===== config.mk =====
export PLATFORM = sky130hd
export DESIGN_NAME = fetch_stage
export DESIGN_NICKNAME = d
export VERILOG_FILES = /design/src/rtl/fetch_pkg.sv /design/src/rtl/f_d_reg.sv /design/src/rtl/fetch_stage.sv
export SDC_FILE = /design/constraint.sdc
export NUM_CORES = 1
export LEC_CHECK = 0
export BUFFER_PORTS_ARGS = -buffer_cell sky130_fd_sc_hd__buf_2
export CORE_MARGIN = 10
export CORE_UTILIZATION = 40
export DETAILED_ROUTE_END_ITERATION = 8
export PLACE_DENSITY = 0.67
export SETUP_SLACK_MARGIN = 0.2
export SLEW_MARGIN = 20
export SYNTH_ARGS = -nofsm -noshare
export SYNTH_HDL_FRONTEND = slang
export SYNTH_SLANG_ARGS = --single-unit

===== constraint.sdc =====
create_clock -name clk -period 2.8 [get_ports clk]
set_input_delay 0.28 -clock clk [delete_from_list [all_inputs] [get_ports clk]]
set_output_delay 0.28 -clock clk [all_outputs]
set_load 0.005 [all_outputs]

===== src/rtl/fetch_pkg.sv =====
`default_nettype none
// ============================================================================
// Module      : fetch_pkg
// Description : Shared types and constants for the instruction-fetch stage.
// Revision    : 1.0 - initial release
// ============================================================================
package fetch_pkg;

    typedef enum logic [1:0] {
        DRAIN = 2'd0,
        REQ   = 2'd1,
        WAIT  = 2'd2,
        HOLD  = 2'd3
    } fetch_state_t;

    localparam logic [31:0] INSTR_NOP = 32'h0000_0000;
    localparam logic [4:0]  EXC_NONE  = 5'd0;
    localparam logic [4:0]  EXC_ADEL  = 5'd4;

endpackage
`default_nettype wire


===== src/rtl/f_d_reg.sv =====
`default_nettype none
// ============================================================================
// Module      : f_d_reg
// Description : F/D pipeline register (PC, instruction, optional exception
//               code when FETCH_EXC_EN is defined).
// Revision    : 1.0 - initial release
// ============================================================================
module f_d_reg
    import fetch_pkg::*;
(
    input  logic        clk,
    input  logic        rst,
    input  logic        i_en,
    input  logic [31:0] i_pc,
    input  logic [31:0] i_instr,
`ifdef FETCH_EXC_EN
    input  logic [4:0]  i_exc,
    output logic [4:0]  o_exc,
`endif
    output logic [31:0] o_pc,
    output logic [31:0] o_instr
);

    logic [31:0] r_pc;
    logic [31:0] r_instr;

    always_ff @(posedge clk) begin
        if (rst) begin
            r_pc    <= 32'h0;
            r_instr <= INSTR_NOP;
        end else if (i_en) begin
            r_pc    <= i_pc;
            r_instr <= i_instr;
        end
    end

    assign o_pc    = r_pc;
    assign o_instr = r_instr;

`ifdef FETCH_EXC_EN
    logic [4:0] r_exc;

    always_ff @(posedge clk) begin
        if (rst) begin
            r_exc <= EXC_NONE;
        end else if (i_en) begin
            r_exc <= i_exc;
        end
    end

    assign o_exc = r_exc;
`endif

endmodule
`default_nettype wire


===== src/rtl/fetch_stage.sv =====
`default_nettype none
// ============================================================================
// Module      : fetch_stage
// Description : MIPS instruction-fetch stage with single-outstanding memory
//               handshake. FETCH_EXC_EN adds the AdEL address check.
// Revision    : 1.0 - initial release
// ============================================================================
module fetch_stage
    import fetch_pkg::*;
#(
    parameter logic [31:0] PC_RESET = 32'h0000_3000,
    parameter logic [31:0] IM_BASE  = 32'h0000_3000,
    parameter logic [31:0] IM_SIZE  = 32'h0000_4000
) (
    input  logic        clk,
    input  logic        reset,
    input  logic [31:0] NPC,
    input  logic        stall,
    output logic [31:0] F_PC,
    output logic        F_wait,
    output logic        im_req,
    output logic [31:0] im_addr,
    input  logic        im_ready,
    input  logic        im_rvalid,
    input  logic [31:0] im_rdata,
    output logic [31:0] D_PC,
`ifdef FETCH_EXC_EN
    output logic [4:0]  D_ExcCode,
`endif
    output logic [31:0] D_Instr
);

    fetch_state_t r_state;
    fetch_state_t w_state_nxt;
    logic [31:0]  r_pc;
    logic [31:0]  r_hold_word;
    logic [31:0]  w_word;
    logic         w_req;
    logic         w_capture;
    logic         w_avail;
    logic         w_advance;

`ifdef FETCH_EXC_EN
    logic         r_hold_exc;
    logic         w_pc_bad;
    logic         w_bad_take;
    logic [4:0]   w_exc;

    // 33-bit compare so IM_BASE + IM_SIZE cannot wrap.
    assign w_pc_bad = (r_pc[1:0] != 2'b00)
                    | ({1'b0, r_pc} <  {1'b0, IM_BASE})
                    | ({1'b0, r_pc} >= ({1'b0, IM_BASE} + {1'b0, IM_SIZE}));
    assign w_exc    = ((r_state == HOLD) && r_hold_exc) ? EXC_ADEL : EXC_NONE;
`endif

    always_comb begin
        w_state_nxt = r_state;
        w_req       = 1'b0;
        w_capture   = 1'b0;
`ifdef FETCH_EXC_EN
        w_bad_take  = 1'b0;
`endif
        case (r_state)
            REQ: begin
`ifdef FETCH_EXC_EN
                if (w_pc_bad) begin
                    w_bad_take  = 1'b1;
                    w_state_nxt = HOLD;
                end else
`endif
                begin
                    w_req = 1'b1;
                    if (im_ready) begin
                        w_state_nxt = WAIT;
                    end
                end
            end
            WAIT: begin
                if (im_rvalid) begin
                    if (stall) begin
                        w_capture   = 1'b1;
                        w_state_nxt = HOLD;
                    end else begin
                        w_state_nxt = REQ;
                    end
                end
            end
            HOLD: begin
                if (!stall) begin
                    w_state_nxt = REQ;
                end
            end
            DRAIN: begin
                if (im_rvalid) begin
                    w_state_nxt = REQ;
                end
            end
            default: w_state_nxt = REQ;
        endcase
    end

    // F_wait depends only on state and im_rvalid, never on stall.
    assign w_avail   = (r_state == HOLD) | ((r_state == WAIT) & im_rvalid);
    assign w_advance = w_avail & ~stall;
    assign w_word    = (r_state == HOLD) ? r_hold_word : im_rdata;

    always_ff @(posedge clk) begin
        if (reset) begin
            // A request left in flight must have its response drained.
            if (r_state == WAIT) begin
                r_state <= DRAIN;
            end else begin
                r_state <= REQ;
            end
            r_pc        <= PC_RESET;
            r_hold_word <= INSTR_NOP;
`ifdef FETCH_EXC_EN
            r_hold_exc  <= 1'b0;
`endif
        end else begin
            r_state <= w_state_nxt;
            if (w_advance) begin
                r_pc <= NPC;
            end
            if (w_capture) begin
                r_hold_word <= im_rdata;
`ifdef FETCH_EXC_EN
                r_hold_exc  <= 1'b0;
`endif
            end
`ifdef FETCH_EXC_EN
            if (w_bad_take) begin
                r_hold_word <= INSTR_NOP;
                r_hold_exc  <= 1'b1;
            end
`endif
        end
    end

    assign F_PC    = r_pc;
    assign F_wait  = ~w_avail;
    assign im_req  = w_req & ~reset;
    assign im_addr = r_pc;

    f_d_reg u_f_d_reg (
        .clk     (clk),
        .rst     (reset),
        .i_en    (w_advance),
        .i_pc    (r_pc),
        .i_instr (w_word),
`ifdef FETCH_EXC_EN
        .i_exc   (w_exc),
        .o_exc   (D_ExcCode),
`endif
        .o_pc    (D_PC),
        .o_instr (D_Instr)
    );

endmodule
`default_nettype wire


==> results of run 1 <==
==> cell families after synthesis <==
kind of cell,after synthesis,share of synthesized area
buffers and inverters,96,0.100
and+or+nand+nor,143,0.121
muxes,32,0.0600
AOI/OAI and AO/OA,225,0.228
DFF,130,0.491
==> routing by layer <==
layer  vias up  GRT usage
met3        19     0.0731
met5         -          0
met4         0     0.0658
met2       218      0.264
li1       2435          -
met1      2373      0.205
==> path summary, 6_finish.rpt <==
kind / cells past startpoint / from / to / slack, ps
setup / recovery: 4 / r_state[0] / im_req / 680
hold / removal: 3 / NPC[4] / F_PC[4] / 110
setup reg to reg: 4 / r_state[0] / u_f_d_reg.o_instr[9] / 890
hold reg to reg: 2 / r_hold_word[27] / r_hold_word[27] / 450
==> final cells by class <==
cell class | instances | area share
tap | 176 | 0.0325
multi-input combinational | 400 | 0.326
clock buffer | 22 | 0.0699
clock inverter | 10 | 0.0229
timing repair buffer | 209 | 0.162
sequential | 130 | 0.387
==> layout by cell type (no fill, tap or decap), types with 2 or more instances in the layout <==
cell type	count
buf_12	2
clkbuf_8	3
a21oi_1	128
and3_1	2
buf_2	197
a211o_1	2
clkbuf_16	17
clkbuf_1	2
edfxtp_1	2
o21ai_0	62
nand2_1	67
dfxtp_1	128
mux2i_1	32
clkinvlp_4	2
nand3_1	63
bufinv_16	4
clkinv_2	4
nand2b_1	2
a211oi_1	32
buf_4	10
==> cells in the mapped netlist (all sizes together) <==
master,number,share of area
o21ai,62,0.058
nand4b,1,0.0016
nor2b,2,0.0023
and4b,1,0.0019
clkbuf,33,0.023
edfxtp,2,0.011
mux2i,32,0.060
nand2,67,0.047
or2,1,0.0012
nand3,63,0.059
dfxtp,128,0.48
buf,63,0.077
and3,2,0.0023
nor2,3,0.0021
a21o,1,0.0014
a211o,2,0.0033
a21oi,128,0.12
nand2b,3,0.0035
a211oi,32,0.045
==> power by group through the flow <==
stage / clock [mW] / combinational [mW] / sequential, mW
after floorplan: 0 / 0.938 / 2.24
after global placement: 0 / 1.35 / 2.25
after detailed placement: 0 / 1.38 / 2.26
after CTS: 2.38 / 1.38 / 2.23
after global routing: 2.47 / 1.51 / 2.25
final: 2.33 / 1.37 / 2.23
==> through the flow <==
| step | utilization | std cells | hold slack, ps | setup WS [ps] |
|---|---|---|---|---|
| after floorplan | - | 626 | 416 | 1310 |
| after global placement | 0.468 | 915 | 442 | 924 |
| after detailed placement | 0.468 | 915 | 447 | 943 |
| after CTS | 0.516 | 947 | 91.2 | 632 |
| after global routing | 0.516 | 947 | 103 | 481 |
| final | 0.516 | 947 | 115 | 677 |
==> worst register-to-register path, cell delays in order (launching register included) <==
cell and delay (ps):
edfxtp_1 430, or2_4 640, buf_4 400, a21oi_1 100, a211oi_1 250
==> flip-flops by register name, summed over array words and instances (netlist names) <==
signal	flops
r_hold_word	32
F_PC	32
r_state	2
u_f_d_reg.o_pc	32
u_f_d_reg.o_instr	32
==> results.cfg, run 1 <==
[logic_synthesis]
yosysSeqAreaShare = 0.491
syn_avg_cell_area_um2 = 8.53
syn-instance-count = 626
syn-num-nets = 695
synth_warnings = 0
synth_seq_cells = 130
syn_area_um2 = 5340
synth.distinct_cells = 22

[clock_tree]
cts_resized = 0
cts_tree = built
cts_made_buffers = 17
clockRootBuffer = clkbuf_16
ctsHoldBuffers = 0
clock_path_buffers = 2
insertion_delay_ps = 410
htreeDepth = 4
clk_pin_slew_ps = 60
post_cts_buffers = 0
clock_sinks = 130

[grt]
grt_pass1_vias = 4848
grt_max_degree = 67
grtUsageTotal = 0.170
antenna_found_initial = 0
grt_pass1_wl_um = 25300
grt-ovfl-total = 0

[pwr]
p_leak_nw = 2.94
p_int_mw = 4.17
net-switching-power_mw = 1.75
seqPwrFrac = 0.376
switching_share = 0.296
peakVddDrop_mv = 0.500
power.total_mw = 5.92
clock_power_share = 0.393
powerDensity_nw_per_um2 = 874
pwr-share-comb = 0.231

[critical_path]
arrival_ps = 1840
crit_fanout = 36
cp-start-kind = flip-flop
endpoint_kind = output pin
path_class = flip-flop to output pin
crit_chain = buf_4 -> nand2b_1 -> nor2_1 -> buf_2
cp_top_family = buffers and inverters
cp_slowest_cell = buf_4
path_buf_inv = 2
critPathRequiredTime_ps = 2520
slowest_delay_ps = 530

[detailed_routing]
antenna_left = 0
avgViaCountPerCell = 5.33
num_vias = 5045
drt-met1-wl_um = 6740
drt_iter0_markers = 333
route.met2.wl_um = 7390
wl_met3_um = 1780
drc = 0
drt_pass1_iterations = 5
routed.top_layer = met4
wl_per_cell_um = 17.0
routed_wl_um = 16100

[timing]
slew_violations = 0
setup_violations = 0
fin_tns_setup_ps = 0
clock_skew_ps = 4.58
worst_pin_slew_ps = 766
hold_viol = 0
fin_crit_ps = 2120
fin_crit_sh = 0.758
fmax_mhz = 471
maxSlewHeadroom = 0.489
rsz0062_at_grt = no

[floorplanning]
die_w_um = 136
rows = 42
core_area_um2 = 13100
die_h_um = 136
io_pins = 199
dieArea_um2 = 18400
initial_utilization = 0.406

[layout]
fillerInstances = 1250
drive_gt1_frac = 0.318
areaGrowthSynthToFinish_pct = 27.0
multi_input_area_um2 = 2210
n_antenna_cell = 0
fin_nets = 827
final_area_um2 = 6780
register_area_um2 = 2620

[status]
status = completed

[placed_design]
io_buffer_count = 198
gp_congestion = 0.777
post_dp_cell_area_um2 = 6150
post-dp-hpwl_um = 10900

[run]
maxCapViolations = 0

[hold_path]
hp-class = input pin to flip-flop
(Power assumes the default switching activity.)
==> inputs of run 2 (changes only) <==
Settings changed: ABC_AREA set to 1, PLACE_DENSITY 0.67 to 0.69.
Clock period 2.8 ns to 1.75 ns, I/O delays scaled along.
==> run 2 against run 1 <==
  * Core utilization is 1.6 points higher
  * Design area is 13% higher
  * Synthesized cell count is 44% higher
  * Register-to-register slack worse by 620 ps
  * Critical endpoint unchanged
  * Critical path type unchanged
  * Largest power group is now registers
  * First-iteration DRC count is 20% lower
==> results.cfg, run 2 <==
[critical_path]
path_buf_inv = 2
path_class = flip-flop to output pin
critical_path.endpoint = im_req
worstReg2RegStart = r_state[0]
cp_slowest_cell = edfxtp_1
cp-start-kind = flip-flop
rr_endpoint = r_hold_word[11]
arrival_ps = 1330
reg2reg_slack_ps = 270
crit_fanout = 5
cp_top_family = flip-flops
cp.depth = 4
crit_chain = inv_2 -> nand2_2 -> nor2_2 -> buf_2
endpoint_kind = output pin
reg2regPathDepth = 6
critPathRequiredTime_ps = 1570
slowest_delay_ps = 460
cp-startpoint = r_state[1]

[logic_synthesis]
synth_commonest_cells = nand2_1, nor2_1, dfxtp_1
synth_warnings = 0
syn-instance-count = 904
synthFlopType = dfxtp_1
synth-edff-count = 2
synthXorXnorAreaFrac = 0
syn_area_um2 = 5830
synth_area_leader_cell = dfxtp_1
yosysMostFrequentCell = nand2_1
yosysSeqAreaShare = 0.449
synth-simple-area-share = 0.366
synth_area_leaders = dfxtp_1, nand2_1, nor2_1, inv_1, buf_4
synthMuxAreaShare = 0
syn_avg_cell_area_um2 = 6.45
synth_seq_cells = 130
yosys.area.top_type_share = 0.439
synth.distinct_cells = 17
synthAdderAreaFrac = 0
synth_top_family_by_area = simple AND/OR/NAND/NOR gates
syn-num-nets = 973
async_reset_ff_frac = 0
synth_compound_area_frac = 0.0309

[floorplanning]
io_pins = 199
core_area_um2 = 14400
rows = 44
dieArea_um2 = 19800
die_w_um = 141
die_h_um = 141
initial_utilization = 0.404

[clock_tree]
htreeDepth = 4
clock_path_buffers = 2
cts_made_buffers = 17
clk_pin_slew_ps = 60
clock_sinks = 130
cts_tree = built
insertion_delay_ps = 410
clockRootBuffer = clkbuf_16

[detailed_routing]
drt_iter0_markers = 266
drt-met1-wl_um = 6950
drt_pass1_iterations = 4
antenna_left = 0
avgViaCountPerCell = 4.24
wl_met3_um = 1430
routed_wl_um = 15800
routed.top_layer = met5
route.met2.wl_um = 7280
drc = 0
num_vias = 5452
wl_per_cell_um = 12.3

[status]
status = completed

[timing]
setup_violations = 0
clock_skew_ps = 5.74
rsz0062_at_grt = yes
fin_crit_ps = 1510
fin_tns_setup_ps = 0
fmax_mhz = 662
hold_viol = 0
slew_violations = 0
maxSlewHeadroom = 0.748
worst_pin_slew_ps = 377
fin_crit_sh = 0.863

[pwr]
powerDensity_nw_per_um2 = 1430
peakVddDrop_mv = 0.671
p_leak_nw = 4.39

[layout]
n_antenna_cell = 0
finalNonFillerCells = 1285
fin_nets = 1158
final_common_cell = nand2_1
postLayoutCoreUtil = 0.532
drive_gt1_frac = 0.238
areaGrowthSynthToFinish_pct = 31.5
final_cell_mix = nand2_1, nor2_1, buf_2, dfxtp_1, inv_1

[placed_design]
post-dp-hpwl_um = 10700
place_inst = 1217
io_buffer_count = 198
gp_congestion = 0.807

[run]
maxCapViolations = 0

[grt]
grt_max_degree = 94
grt-ovfl-total = 0
grtUsageTotal = 0.152
antenna_found_initial = 1
grt_pass1_vias = 5107
grt_pass1_wl_um = 25100

[hold_path]
holdPathStages = 3
hp-class = input pin to flip-flop
run 2: cell types whose count changed in the layout (fill, tap and decap cells not counted), moves of 29 or more:
| cell | previous run | this run |
|---|---|---|
| nor2_1 | 1 | 253 |
| nand2_1 | 67 | 259 |
| a21oi_1 | 128 | 2 |
| inv_1 | 0 | 97 |
| a211oi_1 | 32 | 0 |
| mux2i_1 | 32 | 0 |
| o21ai_0 | 62 | 30 |
| nand3_1 | 63 | 34 |
run 2: where the power goes:
part | switching, mW | internal [mW] | total [mW] | leakage (nW)
clock network | 1.27 | 2.12 | 3.39 | 0.280
registers | 0.414 | 3.60 | 4.01 | 1.07
logic | 2.11 | 1.48 | 3.60 | 3.04
run 2: metrics by stage:
stage	worst slack [ps]	power (mW)	hold WS, ps	instance area, um^2
4_1_cts	219	11.1	3.52	7620
3_5_place_dp	291	7.51	401	6730
5_1_grt	161	11.9	9.14	7670
2_1_floorplan	295	6.41	310	5830
6_report	240	11.0	13.7	7670
3_3_place_gp	338	7.45	396	6730
run 2: final cells by class:
type | instances | area, um^2
Fill cell | 1424 | 6750
Sequential cell | 130 | 2620
Multi-Input combinational cell | 589 | 2330
Timing Repair Buffer | 250 | 1540
Clock buffer | 22 | 494
Inverter | 101 | 380
Tap cell | 184 | 230
Clock inverter | 9 | 78.8
run 2: how the worst min path moves through the flow:
stage | from | endpoint | slack, ps
detailed placement | NPC[16] | F_PC[16] | 400
global placement | NPC[2] | F_PC[2] | 400
finish | im_rdata[13] | r_hold_word[13] | 10
floorplan | NPC[0] | F_PC[0] | 310
global route | NPC[18] | F_PC[18] | 9
CTS | NPC[18] | F_PC[18] | 4
run 2: cell families after synthesis:
kind of cell | count (synthesis)
flip-flops | 130
AND/OR/NAND/NOR | 553
AO/OA/AOI/OAI | 36
buffers and inverters | 185
run 2: layer usage:
| metal | up-vias | GRT usage |
|---|---|---|
| met3 | 17 | 0.0672 |
| met2 | 166 | 0.242 |
| met1 | 2267 | 0.178 |
| li1 | 3000 | - |
| met4 | 2 | 0.0522 |
| met5 | - | 0 |
run 2: repair_timing:
action,CTS,global route
gates cloned,0,1
setup buffers,5,3
hold buffers,28,0
setup endpoints to repair,2,14
endpoints found under the hold margin,28,0
pin swaps,0,1
resized for setup,1,6
run 2: worst register-to-register path: cells and delay by family, from the launching register on:
kind | cells | cell delay (ps)
and+or+nand+nor | 3 | 330
DFF | 1 | 470
buffers and inverters | 2 | 410
AOI/OAI and AO/OA | 1 | 170
==> inputs of run 3 (changes only) <==
Settings changed: CTS_BUF_LIST set to sky130_fd_sc_hd__clkbuf_2 sky130_fd_sc_hd__clkbuf_4 sky130_fd_sc_hd__clkbuf_8, MAX_ROUTING_LAYER set to met4, SETUP_SLACK_MARGIN 0.2 to unset.
==> run 3 against run 2 <==
  * Maximum frequency down 6.4%
  * Sequential power hardly changed
  * Cell count is 1.9% higher
  * Core utilization increased by 0.29 points
  * Hold slack better by 24 ps
  * Register-to-register slack improved by 20 ps
  * Design area is 0.55% higher
  * Critical path depth fell by 1
  * Sequential share of layout area down 0.19 points
  * Non-clock buffer count is 24 higher
  * Sequential cell count did not move
==> results.cfg, run 3 (same netlist as run 2, synthesis figures left out) <==
[clock_tree]
htreeDepth = 4
clock_sinks = 130
clockRootBuffer = clkbuf_8
clock_path_buffers = 2
clk_pin_slew_ps = 70
cts_tree = built
cts_resized = 0
insertion_delay_ps = 440
cts_made_buffers = 17

[grt]
grt_pass1_wl_um = 25700
grtUsageMet1 = 0.187
grtUsageTotal = 0.160
grt_max_degree = 94
grt.met2_usage = 0.246
grtUsageMet3 = 0.0591
antenna_found_initial = 1
grt-busiest-layer = met2
grt-ovfl-total = 0
grt_pass1_vias = 5148

[layout]
fillerInstances = 1420
fin_nets = 1182
drive_gt1_frac = 0.225
areaGrowthSynthToFinish_pct = 32.3
final_cell_mix = nand2_1, nor2_1, buf_2, dfxtp_1, inv_1
postLayoutCoreUtil = 0.535
final_common_cell = nand2_1

[detailed_routing]
drt_pass1_iterations = 5
drt_iter0_markers = 270
num_vias = 5541
avgViaCountPerCell = 4.23
wl_per_cell_um = 12.1
drc = 0
routed_wl_um = 15900
antenna_left = 0

[critical_path]
crit_fanout = 8
path_class = flip-flop to output pin
cp-start-kind = flip-flop
critPathRequiredTime_ps = 1570
endpoint_kind = output pin
arrival_ps = 1440

[floorplanning]
rows = 44
io_pins = 199
dieArea_um2 = 19800
core_area_um2 = 14400
die_h_um = 141
die_w_um = 141
initial_utilization = 0.404

[placed_design]
place_ws_ps = 291
post-dp-hpwl_um = 10700
gp_congestion = 0.819
io_buffer_count = 198

[hold_path]
hp-class = input pin to flip-flop

[timing]
fmax_mhz = 620
fin_crit_sh = 0.921
setup_violations = 0
worst_slack_ps = 138
rsz0062_at_grt = no
maxSlewHeadroom = 0.753
clock_skew_ps = 9.08
fin_tns_setup_ps = 0
hold_viol = 0
fin_crit_ps = 1610
slew_violations = 0
worst_pin_slew_ps = 370

[status]
status = completed

[pwr]
p_leak_nw = 4.39
peakVddDrop_mv = 0.650
powerDensity_nw_per_um2 = 1290

[run]
maxCapViolations = 0
-- run 3: changes by cell type in the layout (fill, tap and decap cells not counted), sizes merged --
cell	delta
buf	-6
clkbuf	-1
diode	+1
dlygate4sd3	+31
-- run 3: cell type report --
class,count,area (um^2),area share
clock buffer,22,303,0.0392
clock inverter,9,78.8,0.0102
multi-input combinational,589,2330,0.302
inverter,101,380,0.0493
antenna,1,2.50,0.000324
sequential,130,2620,0.340
timing repair buffer,274,1770,0.230
tap,184,230,0.0298
-- run 3: worst paths after layout --
| kind | slack, ps | end | start | cells after the start |
|---|---|---|---|---|
| hold reg to reg | 490 | r_hold_word[28] | r_hold_word[28] | 2 |
| setup reg to reg | 290 | u_f_d_reg.o_pc[22] | r_state[0] | 7 |
| setup / recovery | 140 | im_req | r_state[0] | 3 |
| hold / removal | 40 | r_hold_word[2] | im_rdata[2] | 3 |
-- run 3: routing by layer --
metal / wire length [um] / share of wire
met3: 1230 / 0.078
met1: 7080 / 0.45
met5: 0 / 0
met2: 7310 / 0.46
met4: 250 / 0.016
-- run 3: metrics by stage --
step           instances  hold WS, ps  area (um^2)  power, mW
6_report            1310         37.3         7720       9.98
5_1_grt             1310         36.7         7720       10.8
4_1_cts             1307         2.76         7700       10.1
3_5_place_dp        1217          401         6730       7.51
3_3_place_gp        1217          396         6730       7.45
2_1_floorplan        904          310         5830       6.41
-- run 3: worst max-delay path, stage by stage (launching register included) --
cell	delay [ps]
edfxtp_1	500
nand2_1	140
nor2_1	210
buf_2	160
-- run 3: what timing repair did --
item	4_1_cts	5_1_grt
hold buffers	59	0
endpoints found under the setup margin	0	1
setup buffers	0	2
endpoints found under the hold margin	59	0
-- run 3: report_power, final --
group | internal (mW) | switching (mW) | total (mW) | leakage [nW]
sequential | 3.59 | 0.420 | 4.01 | 1.07
combinational | 1.44 | 2.09 | 3.53 | 3.13
clock | 1.29 | 1.14 | 2.44 | 0.193
